[src/rtl/lc4_dx_stage.sv]
// LC4 decode-to-execute stage: regfile read select, W->D bypass, load-use detection, D/X register.
// Ports: D-stage decode inputs, regfile read ports, W write-back tap, flush/stall, registered X outputs.
module lc4_dx_stage #(
  parameter int n     = 16,
  parameter int ctl_w = 16
) (
  input  logic             clk,
  input  logic             rst,
  input  logic             gwe,
  input  logic [n-1:0]     i_d_pc,
  input  logic [n-1:0]     i_d_insn,
  input  logic             i_d_valid,
  input  logic [1:0]       i_d_stall_code,
  input  logic [2:0]       i_d_rs_sel,
  input  logic [2:0]       i_d_rt_sel,
  input  logic [2:0]       i_d_rd_sel,
  input  logic             i_d_rs_re,
  input  logic             i_d_rt_re,
  input  logic             i_d_rd_we,
  input  logic             i_d_is_load,
  input  logic             i_d_is_store,
  input  logic             i_d_is_branch,
  input  logic [ctl_w-1:0] i_d_ctl,
  output logic [2:0]       o_rs_sel,
  output logic [2:0]       o_rt_sel,
  input  logic [n-1:0]     i_rs_data,
  input  logic [n-1:0]     i_rt_data,
  input  logic [2:0]       i_w_rd_sel,
  input  logic             i_w_rd_we,
  input  logic [n-1:0]     i_w_wdata,
  input  logic             i_flush,
  output logic             o_stall,
  output logic [n-1:0]     o_x_pc,
  output logic [n-1:0]     o_x_insn,
  output logic [n-1:0]     o_x_rs_data,
  output logic [n-1:0]     o_x_rt_data,
  output logic [2:0]       o_x_rs_sel,
  output logic [2:0]       o_x_rt_sel,
  output logic [2:0]       o_x_rd_sel,
  output logic             o_x_rd_we,
  output logic             o_x_is_load,
  output logic             o_x_is_store,
  output logic             o_x_is_branch,
  output logic             o_x_valid,
  output logic [ctl_w-1:0] o_x_ctl,
  output logic [1:0]       o_x_stall_code
);

  typedef struct packed {
    logic [n-1:0]     pc;
    logic [n-1:0]     insn;
    logic [n-1:0]     rs_data;
    logic [n-1:0]     rt_data;
    logic [2:0]       rs_sel;
    logic [2:0]       rt_sel;
    logic [2:0]       rd_sel;
    logic             rd_we;
    logic             is_load;
    logic             is_store;
    logic             is_branch;
    logic             valid;
    logic [ctl_w-1:0] ctl;
    logic [1:0]       sc;
  } dx_t;

  dx_t x_q;
  dx_t nxt;

  logic [n-1:0] rs_val;
  logic [n-1:0] rt_val;
  logic         dep;
  logic         luse;

  assign o_rs_sel = i_d_rs_sel;
  assign o_rt_sel = i_d_rt_sel;

  assign rs_val = (i_w_rd_we && i_w_rd_sel == i_d_rs_sel)
                  ? i_w_wdata : i_rs_data;
  assign rt_val = (i_w_rd_we && i_w_rd_sel == i_d_rt_sel)
                  ? i_w_wdata : i_rt_data;

  // Store data is exempt: M-stage bypass delivers it in time.
  // Branches depend on the NZP bits the load sets.
  assign dep = (i_d_rs_re && i_d_rs_sel == x_q.rd_sel)
             | (i_d_rt_re && i_d_rt_sel == x_q.rd_sel
                && !i_d_is_store)
             | i_d_is_branch;

  assign luse = i_d_valid && x_q.valid && x_q.is_load
             && x_q.rd_we && dep;

  assign o_stall = luse && !i_flush;

  always_comb begin
    nxt = '0;
    if (i_flush) begin
      nxt.sc = 2'd2;
    end else if (luse) begin
      nxt.sc = 2'd3;
    end else begin
      nxt.pc        = i_d_pc;
      nxt.insn      = i_d_insn;
      nxt.rs_data   = rs_val;
      nxt.rt_data   = rt_val;
      nxt.rs_sel    = i_d_rs_sel;
      nxt.rt_sel    = i_d_rt_sel;
      nxt.rd_sel    = i_d_rd_sel;
      nxt.rd_we     = i_d_rd_we;
      nxt.is_load   = i_d_is_load;
      nxt.is_store  = i_d_is_store;
      nxt.is_branch = i_d_is_branch;
      nxt.valid     = i_d_valid;
      nxt.ctl       = i_d_ctl;
      nxt.sc        = i_d_stall_code;
    end
  end

  always_ff @(posedge clk) begin
    if (gwe) begin
      if (rst) begin
        x_q    <= '0;
        x_q.sc <= 2'd2;
      end else begin
        x_q <= nxt;
      end
    end
  end

  assign o_x_pc         = x_q.pc;
  assign o_x_insn       = x_q.insn;
  assign o_x_rs_data    = x_q.rs_data;
  assign o_x_rt_data    = x_q.rt_data;
  assign o_x_rs_sel     = x_q.rs_sel;
  assign o_x_rt_sel     = x_q.rt_sel;
  assign o_x_rd_sel     = x_q.rd_sel;
  assign o_x_rd_we      = x_q.rd_we;
  assign o_x_is_load    = x_q.is_load;
  assign o_x_is_store   = x_q.is_store;
  assign o_x_is_branch  = x_q.is_branch;
  assign o_x_valid      = x_q.valid;
  assign o_x_ctl        = x_q.ctl;
  assign o_x_stall_code = x_q.sc;

endmodule

[config.mk]
export PLATFORM = sky130hd
export DESIGN_NAME = lc4_dx_stage
export DESIGN_NICKNAME = d
export VERILOG_FILES = /design/src/rtl/lc4_dx_stage.sv
export SDC_FILE = /design/constraint.sdc
export NUM_CORES = 1
export LEC_CHECK = 0
export ABC_AREA = 1
export BUFFER_PORTS_ARGS = -buffer_cell sky130_fd_sc_hd__buf_4
export CAP_MARGIN = 15
export CORE_UTILIZATION = 46
export CTS_CLUSTER_DIAMETER = 150
export DETAILED_ROUTE_END_ITERATION = 12
export PLACE_DENSITY = 0.85
export REMOVE_ABC_BUFFERS = 1
export SETUP_SLACK_MARGIN = 0.1
export SYNTH_ARGS = -nofsm -noshare
export SYNTH_HDL_FRONTEND = slang
export SYNTH_SLANG_ARGS = --single-unit
export TNS_END_PERCENT = 100
[constraint.sdc]
create_clock -name clk -period 1.7 [get_ports clk]
set_input_delay 0 -clock clk [delete_from_list [all_inputs] [get_ports clk]]
set_output_delay 0 -clock clk [all_outputs]
set_load 0.02 [all_outputs]
==> out/metrics.yaml <==
antenna_found_initial: 0
hold_ws_ns: -0.0227
root_buffer: "clkbuf_8"
startpoint_type: "flop"
fin_crit_sh: 0.995
required_ns: 1.81
swShare: 0.261
fin_crit_ns: 1.69
chipHeight_um: 101
first_pass_iters: 5
setup_viol: 0
nets: 885
cts_buffer_depth: 2
cap_viol_max_count: 0
synthTopCellsByCount: "nor2_1 (110), inv_1 (98), edfxtp_1 (96)"
synth.most_common_cell: "nor2_1"
irDropWorstVdd_uv: 452
grt_max_degree: 56
hold_class: "input port to flop"
syn_area_mm2: 0.00448
synth_top_area_frac: 0.644
power.switching_mw: 1.54
globalplace.congestion: 0.933
area_growth_pct: 70.9
grt_pass1_vias: 4206
end_kind: "flop"
ioPinCount: 225
slew_headroom: 0.763
numCtsBuffers: 9
power.share.combinational: 0.222
dieArea_mm2: 0.0101
met1_usage: 0.272
max_stage_delay_ns: 0.41
violations: "hold timing"
yosys_warnings: 0
insertion_delay_ns: 0.35
postRouteAntennaNets: 0
track_usage: 0.260
synth_seq_area_share: 0.644
cts_tree: "yes"
initial_core_util: 0.480
drtIter0Drc: 174
power_mw: 5.92
slew_violations: 0
tightestPinTransition_ns: 0.355
vias: 4289
grt_pass1_wl_um: 19900
synthCells: 463
rows: 35
num_antenna_cells: 0
share_seq_of_total_power: 0.474
synth_edf_count: 96
drt-vias-per-instance: 4.78
grtUsageMet2: 0.504
synth.area.top_cells: "edfxtp_1 (64%), nor2_1 (9.2%), inv_1 (8.2%)"
ctsHtreeMaxLevel: 3
synthFlopType: "edfxtp_1"
yosys.cell_types.count: 16
wirelength_um: 15100
slowest_stage: "edfxtp_1"
power_density_mw_per_mm2: 773
worstSetupPathType: "flop to flop"
async_flop_share: 0
core_area_mm2: 0.00933
finClkSkew_ns: 0.0167
critPathTopFamily: "simple AND/OR/NAND/NOR gates"
cp_common_cell: "nand2_1"
cts.sinks: 96
path_cells: "inv_1 > nand2_1 > nand2_1 > nor2_1 > nand2_1 > nand3_2 > nand2_2 > nand2_4 > buf_12 > clkbuf_16 > nor2_2"
wl_per_cell_um: 16.8
rsz0062_at_grt: "yes"
path_clk_slew_ns: 0.10
drive_above_1_share: 0.441
power.leakage_nw: 3.82
dp_hpwl_um: 8510
dieWidth_um: 101
avgSynthCellArea_um2: 9.67
drc_errors: 0
p_clk_frac: 0.305
clock.fmax_ghz: 0.591
cp_max_fo: 5
met3_usage: 0.0569
crit_buf_inv: 3
grt.overflow.total: 0
timing_hold_violations_final: 1
portBuffers: 224
grt.busiest_layer: "met2"
yosysTopAreaCell: "edfxtp_1"
status: "finished, violations left"
intPower_mw: 4.38
ys_seq_elements: 96
final_core_util: 0.821
arrival_ns: 1.80
[power by group through the flow]
stage | logic, mW | registers, mW | clock network [mW]
global placement | 0.978 | 2.84 | 0
finish | 1.31 | 2.80 | 1.80
floorplan | 0.234 | 3.02 | 0
global route | 1.39 | 2.81 | 1.91
CTS | 1.16 | 2.80 | 1.81
detailed placement | 1.00 | 2.85 | 0
[area by class of cell]
type	count	area, um2
clock buffers	10	128
clock inverters	6	113
fillers	523	1670
inverters	103	387
multi-input cells	242	1220
flip-flops and latches	96	2880
well taps	129	161
repair buffers	311	2760
[cell families after synthesis]
logic type / Yosys count / share of synthesized area
AOI/OAI and AO/OA: 5 / 0.00726
DFF: 96 / 0.644
buffers and inverters: 125 / 0.131
and+or+nand+nor: 237 / 0.218
[path summary, 6_finish.rpt]
path | from | to | slack (ns) | cells past startpoint
setup / recovery | o_x_rd_sel[1]$_SDFFCE_PP0P_ | o_x_insn[3]$_SDFFCE_PP0P_ | 0.008 | 11
hold / removal | i_d_pc[8] | o_x_pc[8]$_SDFFCE_PP0P_ | -0.02 | 3
setup reg to reg | o_x_rd_sel[1]$_SDFFCE_PP0P_ | o_x_insn[3]$_SDFFCE_PP0P_ | 0.008 | 11
hold reg to reg | o_x_valid$_SDFFCE_PP0P_ | o_x_stall_code[0]$_SDFFCE_PP0P_ | 1.10 | 6
[cell usage in the layout (no fill, tap or decap), drive strengths merged]
cell type | Yosys | layout
nand3 | 34 | 34
nand3b | 1 | 1
inv | 103 | 105
buf | 22 | 246
nor3 | 2 | 2
clkinv | 0 | 1
bufinv | 0 | 3
o21ai | 2 | 2
edfxtp | 96 | 96
nor2 | 110 | 110
dlygate4sd3 | 0 | 58
clkbuf | 0 | 17
nand2 | 90 | 90
a21oi | 3 | 3
[metal layers]
| metal | routed length, um | vias to the layer above |
|---|---|---|
| li1 | - | 2016 |
| met1 | 5180 | 2032 |
| met2 | 8290 | 214 |
| met3 | 1300 | 27 |
| met4 | 312 | 0 |
| met5 | 0 | - |
[repair_timing]
| item | 4_1_cts | 5_1_grt |
|---|---|---|
| cloned | 3 | 10 |
| setup buffers | 6 | 1 |
| hold buffers | 58 | 0 |
| setup endpoints to repair | 95 | 97 |
| hold endpoints to repair | 57 | 0 |
| pin swaps | 4 | 7 |
| resized for setup | 11 | 70 |
[tightest hold or removal path: stages]
cell and delay, ns:
buf_4 0.08, inv_1 0.04, nor2_2 0.09
[through the flow]
step	TNS (ns)	worst slack, ns	std cells	hold slack (ns)	area, um2
2_1_floorplan	-42.52	-0.452	441	0	4280
3_3_place_gp	0	0.139	803	0.229	6230
3_5_place_dp	0	0.0362	803	0.229	6230
4_1_cts	0	0.0357	886	0.000927	7230
5_1_grt	-6.16	-0.113	897	-0.0246	7660
6_report	0	0.00830	897	-0.0227	7660
[sequential cells by signal (all words and copies together) (netlist names)]
signal	cells
o_x_insn	16
o_x_rd_we	1
o_x_valid	1
o_x_pc	16
o_x_is_store	1
o_x_stall_code	2
o_x_rs_sel	3
o_x_rd_sel	3
o_x_ctl	16
o_x_is_branch	1
o_x_rs_data	16
o_x_rt_sel	3
o_x_rt_data	16
o_x_is_load	1
No activity file was read; power rests on OpenSTA's default activity.
